### config.mk
export PLATFORM = sky130hd
export DESIGN_NAME = imm_encoder
export DESIGN_NICKNAME = d
export VERILOG_FILES = /design/src/rtl/imm_encoder_pkg.sv /design/src/rtl/imm_encoder_imm_pack.sv /design/src/rtl/imm_encoder.sv
export SDC_FILE = /design/constraint.sdc
export NUM_CORES = 1
export LEC_CHECK = 0
export CAP_MARGIN = 20
export CORE_UTILIZATION = 47
export DETAILED_ROUTE_END_ITERATION = 16
export GPL_ROUTABILITY_DRIVEN = 0
export PLACE_DENSITY = 0.88
export SYNTH_ARGS = -nofsm -noshare
export SYNTH_HDL_FRONTEND = slang
export SYNTH_SLANG_ARGS = --single-unit
### constraint.sdc
create_clock -name clk -period 2.8 [get_ports clk]
set_input_delay 0.84 -clock clk [delete_from_list [all_inputs] [get_ports clk]]
set_output_delay 0.84 -clock clk [all_outputs]
set_load 0.01 [all_outputs]
### src/rtl/imm_encoder_pkg.sv
// Shared types and constants for the RV32I immediate encoder.
// Immediate-format encodings match the sign_extend case labels.
package imm_encoder_pkg;

    localparam int unsigned DATA_WIDTH = 32;

    localparam logic [2:0] IMM_I = 3'b000;
    localparam logic [2:0] IMM_S = 3'b001;
    localparam logic [2:0] IMM_B = 3'b010;
    localparam logic [2:0] IMM_J = 3'b011;
    localparam logic [2:0] IMM_U = 3'b100;

    localparam logic [DATA_WIDTH-1:0] INSTR_NOP = 32'h0000_0013;

    // One encoded word as it travels through the skid buffer
    typedef struct packed {
        logic                  err;
        logic [DATA_WIDTH-1:0] instr;
    } enc_word_t;

endpackage

### src/rtl/imm_encoder_imm_pack.sv
// Combinational packer: fields + immediate -> {err, instr}.
// Out-of-range immediates or unknown formats produce a NOP with err set.
module imm_pack
    import imm_encoder_pkg::*;
(
    input  logic [DATA_WIDTH-1:0] imm,
    input  logic [2:0]            imm_src,
    input  logic [6:0]            opcode,
    input  logic [4:0]            rd,
    input  logic [4:0]            rs1,
    input  logic [4:0]            rs2,
    input  logic [2:0]            funct3,
    output enc_word_t             word_c
);

    logic is_ok;
    logic [DATA_WIDTH-1:0] raw;
    logic ext11_ok;
    logic ext12_ok;
    logic ext20_ok;

    // Upper bits must be pure sign extension for the field to represent imm
    assign ext11_ok = (&imm[31:11]) | ~(|imm[31:11]);
    assign ext12_ok = (&imm[31:12]) | ~(|imm[31:12]);
    assign ext20_ok = (&imm[31:20]) | ~(|imm[31:20]);

    // Format selection and range check
    always_comb begin
        raw   = '0;
        is_ok = 1'b0;
        unique case (imm_src)
            IMM_I: begin
                raw   = {imm[11:0], rs1, funct3, rd, opcode};
                is_ok = ext11_ok;
            end
            IMM_S: begin
                raw   = {imm[11:5], rs2, rs1, funct3, imm[4:0], opcode};
                is_ok = ext11_ok;
            end
            IMM_B: begin
                raw   = {imm[12], imm[10:5], rs2, rs1, funct3, imm[4:1], imm[11], opcode};
                is_ok = ext12_ok & ~imm[0];
            end
            IMM_J: begin
                raw   = {imm[20], imm[10:1], imm[11], imm[19:12], rd, opcode};
                is_ok = ext20_ok & ~imm[0];
            end
            IMM_U: begin
                raw   = {imm[31:12], rd, opcode};
                is_ok = ~(|imm[11:0]);
            end
            default: begin
                raw   = '0;
                is_ok = 1'b0;
            end
        endcase
        word_c.err   = ~is_ok;
        word_c.instr = is_ok ? raw : INSTR_NOP;
    end

endmodule

### src/rtl/imm_encoder.sv
// Streaming RV32I instruction encoder with valid/ready handshake,
// output register plus one skid register, and an optional saturating
// error counter enabled by IMM_ENC_ERR_CNT_EN.
module imm_encoder
    import imm_encoder_pkg::*;
#(
    parameter int unsigned ERR_CNT_W = 16
) (
    input  logic                  clk,
    input  logic                  rst,
    input  logic                  in_valid,
    output logic                  in_ready,
    input  logic [DATA_WIDTH-1:0] imm,
    input  logic [2:0]            imm_src,
    input  logic [6:0]            opcode,
    input  logic [4:0]            rd,
    input  logic [4:0]            rs1,
    input  logic [4:0]            rs2,
    input  logic [2:0]            funct3,
    output logic                  out_valid,
    input  logic                  out_ready,
    output logic [DATA_WIDTH-1:0] instr,
    output logic                  out_err,
    output logic [ERR_CNT_W-1:0]  err_count
);

    enc_word_t new_word_c;
    enc_word_t out_q, out_n;
    enc_word_t skid_q, skid_n;
    logic      out_valid_q, out_valid_n;
    logic      skid_valid_q, skid_valid_n;
    logic      in_ready_q;
    logic      in_fire;
    logic      out_fire;

    imm_pack u_imm_pack (
        .imm     (imm),
        .imm_src (imm_src),
        .opcode  (opcode),
        .rd      (rd),
        .rs1     (rs1),
        .rs2     (rs2),
        .funct3  (funct3),
        .word_c  (new_word_c)
    );

    assign in_fire  = in_valid & in_ready_q;
    assign out_fire = out_valid_q & out_ready;

    // Skid-buffer next state: skid refills the output first, new words bypass when skid empty
    always_comb begin
        out_valid_n  = out_valid_q;
        out_n        = out_q;
        skid_valid_n = skid_valid_q;
        skid_n       = skid_q;
        if (!out_valid_q || out_fire) begin
            if (skid_valid_q) begin
                out_valid_n  = 1'b1;
                out_n        = skid_q;
                skid_valid_n = 1'b0;
            end else if (in_fire) begin
                out_valid_n = 1'b1;
                out_n       = new_word_c;
            end else begin
                out_valid_n = 1'b0;
            end
        end else if (in_fire) begin
            skid_valid_n = 1'b1;
            skid_n       = new_word_c;
        end
    end

    // Buffer state registers
    always_ff @(posedge clk) begin
        if (rst) begin
            out_valid_q  <= 1'b0;
            out_q        <= '0;
            skid_valid_q <= 1'b0;
            skid_q       <= '0;
            in_ready_q   <= 1'b1;
        end else begin
            out_valid_q  <= out_valid_n;
            out_q        <= out_n;
            skid_valid_q <= skid_valid_n;
            skid_q       <= skid_n;
            in_ready_q   <= ~skid_valid_n;
        end
    end

    assign in_ready  = in_ready_q;
    assign out_valid = out_valid_q;
    assign instr     = out_q.instr;
    assign out_err   = out_q.err;

`ifdef IMM_ENC_ERR_CNT_EN
    logic [ERR_CNT_W-1:0] err_cnt_q;

    // Saturating count of errored words leaving the output
    always_ff @(posedge clk) begin
        if (rst) begin
            err_cnt_q <= '0;
        end else if (out_fire && out_q.err && !(&err_cnt_q)) begin
            err_cnt_q <= err_cnt_q + ERR_CNT_W'(1);
        end
    end

    assign err_count = err_cnt_q;
`else
    assign err_count = '0;
`endif

endmodule
After elaboration in Yosys (flattened, before gate mapping)
Cells that the tools add are included.
{ "classes": {"eq_ne": 4, "mux": 9, "bitwise_logic": 15, "n_reduce_logical": 14} }
{ "op_table": {"columns": ["op", "n"], "rows": [
  ["32-bit case mux with 5 select lines", 1],
  ["33-bit two-way mux", 2],
  ["32-bit two-way mux", 1],
  ["12-bit OR reduction", 2],
  ["21-bit AND reduction", 1],
  ["21-bit OR reduction", 1],
  ["20-bit AND reduction", 1],
  ["20-bit OR reduction", 1],
  ["12-bit AND reduction", 1],
  ["1-bit NOT", 8],
  ["3-bit by 2-bit == test with 1-bit output (second input constant)", 2],
  ["1-bit AND", 4],
  ["1-bit two-way mux", 4],
  ["1-bit case mux with 4 select lines", 1],
  ["2-bit AND reduction", 2],
  ["3-bit by 1-bit == test with 1-bit output (second input constant)", 1],
  ["3-bit == test (second input constant)", 1],
  ["3-bit logical NOT", 1],
  ["1-bit OR", 3],
  ["2-bit nonzero test", 1],
  ["2-bit OR reduction", 1],
  ["1-bit logical NOT", 1],
  ["1-bit logical OR", 1]
]} }
{ "word_totals": {"register_bits": 69, "inputBits": 64, "out_inout_bits": 51, "elab_cells": 49} }

Longest topological paths before layout
{ "logic_depth": {"depth_word": 8, "depth_mapped": 9} }

Hierarchy
From an unflattened synthesis, not the netlist that was laid out.
{ "unflattened": {"hier_cells": 458, "area_unflattened_um2": 3893.7} }
{ "modules_own_cells": {"columns": ["module", "n_inst", "cells_each", "area_each_um2", "seq_area_each_um2"], "rows": [
  ["imm_encoder", 1, 323, 3039.2, 1381.3],
  ["imm_pack", 1, 135, 854.6, 0.0]
]} }

Least setup slack after synthesis
Ideal clock, no wire load.
{ "synth_path": {"path_kind": "in2reg", "from": "input imm[12]", "to": "register out_q (netlist bit instr[23])", "t_arrival_ps": 2514, "setup_slack_ps": 212, "path_stages": 8, "cell_sequence": "or4_4 -> nor3_2 -> a32oi_1 -> a211oi_4 -> o21bai_1 -> buf_2 -> buf_6 -> o22ai_2"} }
{ "synth_via": {"elab_chain_len": 8, "word_cells_on_any_way": 13, "cone_classes": "mux (4); bitwise (5); reduce/logical (4)"} }
{ "synth_lines": {"columns": ["element", "line", "source"], "rows": [
  ["start: declaration", "imm_encoder.sv:13", "input logic [DATA_WIDTH-1:0] imm,"],
  ["20-bit OR reduction", "imm_encoder_imm_pack.sv:24", "assign ext12_ok = (&imm[31:12]) | ~(|imm[31:12]);"],
  ["1-bit NOT", "imm_encoder_imm_pack.sv:24", null],
  ["1-bit OR", "imm_encoder_imm_pack.sv:24", null],
  ["1-bit AND", "imm_encoder_imm_pack.sv:42", "is_ok = ext12_ok & ~imm[0];"],
  ["1-bit case mux with 4 select lines (*)", "imm_encoder_imm_pack.sv:31", "unique case (imm_src)"],
  ["32-bit two-way mux (*)", "imm_encoder_imm_pack.sv:58", "word_c.instr = is_ok ? raw : INSTR_NOP;"],
  ["33-bit two-way mux (*)", "imm_encoder.sv:61", "end else if (in_fire) begin"],
  ["33-bit two-way mux (*)", "imm_encoder.sv:57", "if (skid_valid_q) begin"],
  ["end signal: assignment", "imm_encoder.sv:83", "out_q <= out_n;"],
  ["end: declaration", "imm_encoder.sv:28", "enc_word_t out_q, out_n;"]
]} }
Every way passes the cells marked *; elsewhere a longest branch is shown, timed or not. The select of a mux whose other input is x is not followed.
A chain may end at the register's enable or synchronous reset.

Worst setup path after layout
{ "layout_path": {"from": "input imm[31]", "to": "register out_q (netlist bit instr[5])"} }
{ "layout_via": {"elab_chain_len": 8, "word_cells_on_any_way": 18, "cone_classes": "mux (4); bitwise (8); reduce/logical (6)"} }
{ "layout_lines": {"columns": ["element", "line"], "rows": [
  ["20-bit OR reduction or 12-bit OR reduction (tied branches)", "imm_encoder_imm_pack.sv:24, imm_encoder_imm_pack.sv:25"],
  ["1-bit NOT (on tied branches)", "imm_encoder_imm_pack.sv:24, imm_encoder_imm_pack.sv:25"],
  ["1-bit OR (on tied branches)", "imm_encoder_imm_pack.sv:24, imm_encoder_imm_pack.sv:25"],
  ["1-bit AND (on tied branches)", "imm_encoder_imm_pack.sv:42, imm_encoder_imm_pack.sv:46"],
  ["1-bit case mux with 4 select lines (*)", "imm_encoder_imm_pack.sv:31"],
  ["32-bit two-way mux (*)", "imm_encoder_imm_pack.sv:58"],
  ["33-bit two-way mux (*)", "imm_encoder.sv:61"],
  ["33-bit two-way mux (*)", "imm_encoder.sv:57"]
]} }
Marked as above.

==> results list <==
* Fraction of layout cells with a size suffix above 1: 13.08%
* Worst Setup Slack, final: 0.07251 ns
- Global routing finished with a remaining overflow of 0.
- Residual antenna-violating net count after detailed routing: 0
* Initial core utilization: 49.26%
- Of all nets on the critical path, the largest fanout is 10.
- Sequential-to-total area share from yosys stat: 38.25%
- CTS Buffer Depth: 2
- The setup path with the least slack is of type input pin to flop.
- Clock H-tree levels: 3
* Ports: 115
- Pwr per Cell Area: 431.2 nW/um2
* Vertical die dimension: 89.65 um
* Clock sink count: 69
* CTS tree: built
* Antenna violations before repair: 0
- Fin crit share: 97.41%
* RR Startpoint: in_ready
- After synthesis, the mean cell area works out to 8.096 um2.
- Result of the run: finished clean
- Number of slew-limit violations in the final report: 0
* Die W: 89.65 um
- Detail Placement HPWL: 7.751 mm
- Post-placement setup slack: -0.3217 ns
- Flop-to-flop setup slack: 1.00 ns
* Port buffer count: 98
- The synthesized netlist contains 43 unique library cells.
* Yosys Warn Count: 0
- The design draws 0.002163 W.
- Insertion delay of the later-clocked pin in the worst-skew pair: 0.34 ns
- Total die area: 8037 um2
* Clock tree root driver cell: sky130_fd_sc_hd__clkbuf_8
* Max Clock Freq: 366.6 MHz
- In this run the worst setup path terminates at instr[5].
- Post-detailed-routing wire length: 10.90 mm
- After the first detailed-routing iteration, the DRC count stood at 293.
* Detailed-routing iteration count for the pre-antenna-repair pass: 5
- STA puts the critical path data arrival time at 2.99 ns.
- Capturing element type of the critical path: flop
- After floorplanning, the core was sized to cover 7331 um2.
- Maximum number of pins on one net before global-route repair: 38
* Cell Area, Synth: 3611 um2
- Post-CTS timing repair inserted 0 buffers for setup.
- Layout Cells excl Fill: 657
- After clock tree synthesis, the clock-pin slew on the worst setup and hold paths is 0.07 ns.
- Startpoint types: input pin
- Worst hold path type: flop to flop
- Maxcap violations: 0
* Crit path from: imm[31]
- Number of cell instances on the worst register-to-register path: 6
- The routed layout has 3816 vias.
* Placed instance count: 642
* Combined global-route utilization of all metal layers: 27.94%
- At the worst endpoint, the required time is 3.06 ns.
- Count of final setup violators: 0
- The number of antenna diodes in the final layout is 0.
- Global-route wire length before repair: 17.02 mm
* Via count of the first global-routing pass: 3542
- Clock skew on the completed layout was measured at 0.007740 ns.
- Using the TritonRoute via totals, the vias-per-cell ratio works out to 5.808.
- The count of endpoints failing hold in the final timing report is 0.
* Residual DRC: 0
- At the end of the flow, the number of nets in the layout was 618.
- Number of synthesized register bits: 69
- Buffers inserted during clock tree synthesis total 9.
- After floorplanning, the core was divided into 31 placement rows.
- Maximum vdd ir drop: 0.2794 mV
- Synthesized netlist cell count: 446
- The routed design could run at a clock period as short as 2.727 ns.
- Leak Pwr: 1.957 nW
* Area growth, synth to finish: 38.88%
- Critical register-to-register path endpoint: instr[5]
- Wire length per cell after detailed routing: 16.58 um
[critical path, stage by stage]
cell and delay [ns]:
sky130_fd_sc_hd__clkdlybuf4s50_1 0.55, sky130_fd_sc_hd__nand4_1 0.15, sky130_fd_sc_hd__nor3_2 0.27, sky130_fd_sc_hd__buf_4 0.17, sky130_fd_sc_hd__a32oi_1 0.13, sky130_fd_sc_hd__a211oi_4 0.37
sky130_fd_sc_hd__o21bai_2 0.15, sky130_fd_sc_hd__buf_4 0.21, sky130_fd_sc_hd__o22ai_1 0.16
[worst min-delay path by stage]
stage | start | endpoint | slack, ns | depth (start not counted)
finish | skid_q[2] | skid_q[2] | 0.45 | 2
CTS | skid_q[14] | skid_q[14] | 0.45 | 2
floorplan | skid_q[22] | skid_q[22] | 0.42 | 2
detailed placement | skid_q[23] | skid_q[23] | 0.44 | 2
global route | skid_q[2] | skid_q[2] | 0.47 | 2
global placement | skid_q[30] | skid_q[30] | 0.42 | 2
[timing repair]
item | CTS | global route
hold buffers | 0 | 0
resized for setup | 0 | 2
endpoints found under the setup margin | 0 | 28
[sequential cells by signal, indices dropped and copies added, names as in the netlist]
name	count
instr	32
out_err	1
in_ready	1
skid_q	33
skid_valid_q	1
out_valid	1
[Yosys cell counts, drive strengths merged]
| cell type | n | share of area, % |
|---|---|---|
| a211oi | 10 | 2.4 |
| a21o | 1 | 0.21 |
| a21oi | 77 | 11 |
| a22oi | 1 | 0.21 |
| a31oi | 1 | 0.17 |
| a32oi | 1 | 0.24 |
| and2 | 2 | 0.35 |
| and3 | 32 | 5.5 |
| buf | 29 | 5.1 |
| clkbuf | 25 | 2.6 |
| conb | 1 | 0.10 |
| dfxtp | 69 | 38 |
| inv | 6 | 0.62 |
| mux2i | 14 | 3.9 |
| nand2 | 30 | 3.1 |
| nand2b | 1 | 0.17 |
| nand3 | 1 | 0.14 |
| nand3b | 1 | 0.21 |
| nand4 | 6 | 1.0 |
| nor2 | 23 | 2.4 |
| nor2b | 26 | 4.5 |
| nor3 | 2 | 0.42 |
| nor4 | 6 | 1.0 |
| o211ai | 4 | 0.83 |
| o21ai | 26 | 3.7 |
| o21bai | 1 | 0.21 |
| o22a | 8 | 1.9 |
| o22ai | 33 | 7.4 |
| o41ai | 2 | 1.0 |
| or2 | 2 | 0.35 |
| or3 | 2 | 0.35 |
| or4 | 2 | 0.52 |
| xor2 | 1 | 0.24 |
[logic make-up after synthesis]
group | synth area share, %
mux | 3.881
simple gates | 20.13
compound gates | 29.07
flops | 38.25
other cells | 0.1039
xor+xnor | 0.2426
buf+inv | 8.316
[cell type report]
cell class / instances / area, um2
fillers: 578 / 2316
multi-input cells: 332 / 1998
flip-flops and latches: 69 / 1381
repair buffers: 136 / 1299
clock buffers: 11 / 141.4
well taps: 99 / 123.9
clock inverters: 4 / 48.80
inverters: 6 / 22.52
[placed cells by master, fill, tap and decap left out, types with 2 or more instances in the layout]
cell / count
sky130_fd_sc_hd__clkbuf_8: 10
sky130_fd_sc_hd__nor2_1: 23
sky130_fd_sc_hd__nor3_2: 2
sky130_fd_sc_hd__mux2i_1: 14
sky130_fd_sc_hd__and3_1: 32
sky130_fd_sc_hd__or2_2: 2
sky130_fd_sc_hd__nand2_1: 30
sky130_fd_sc_hd__o22ai_2: 10
sky130_fd_sc_hd__clkdlybuf4s50_1: 97
sky130_fd_sc_hd__inv_1: 6
sky130_fd_sc_hd__o22ai_1: 23
sky130_fd_sc_hd__buf_12: 3
sky130_fd_sc_hd__clkinv_2: 2
sky130_fd_sc_hd__o21ai_0: 10
sky130_fd_sc_hd__conb_1: 16
sky130_fd_sc_hd__a211oi_1: 9
sky130_fd_sc_hd__o211ai_1: 4
sky130_fd_sc_hd__and2_1: 2
sky130_fd_sc_hd__a21oi_1: 77
sky130_fd_sc_hd__nor2b_1: 26
sky130_fd_sc_hd__or3_1: 2
sky130_fd_sc_hd__nor4_1: 6
sky130_fd_sc_hd__buf_4: 35
sky130_fd_sc_hd__o22a_1: 8
sky130_fd_sc_hd__or4_4: 2
sky130_fd_sc_hd__o21ai_1: 15
sky130_fd_sc_hd__nand4_1: 6
sky130_fd_sc_hd__dfxtp_1: 69
[per-stage QoR]
stage | hold WS (ns) | util [%] | instance area [um2] | TNS [ns]
6_report | 0.4467 | 68.41 | 5015 | 0
5_1_grt | 0.4655 | 68.41 | 5015 | -0.005929
4_1_cts | 0.4482 | 68.29 | 5006 | 0
3_5_place_dp | 0.4375 | 65.69 | 4816 | -16.26
3_3_place_gp | 0.4247 | 65.69 | 4816 | -11.86
2_1_floorplan | 0.4168 | - | 3667 | 0
[per-layer routing]
| metal | vias to the layer above | GRT usage (%) | routed length [um] |
|---|---|---|---|
| met1 | 1791 | 33.85 | 4315 |
| met5 | - | 0 | 0 |
| met2 | 195 | 49.45 | 5581 |
| met3 | 21 | 5.667 | 809 |
| li1 | 1809 | - | - |
| met4 | 0 | 9.235 | 188 |
[report_power, final]
part	internal [W]	total, W	leakage (nW)	switching (W)
Combinational	0.000183	0.000379	1.30	0.000196
Sequential	0.000992	0.000998	0.558	0.00000574
Clock	0.000429	0.000785	0.0992	0.000356
Total	0.00160	0.00216	1.96	0.000558
No activity file was read; power rests on OpenSTA's default activity.
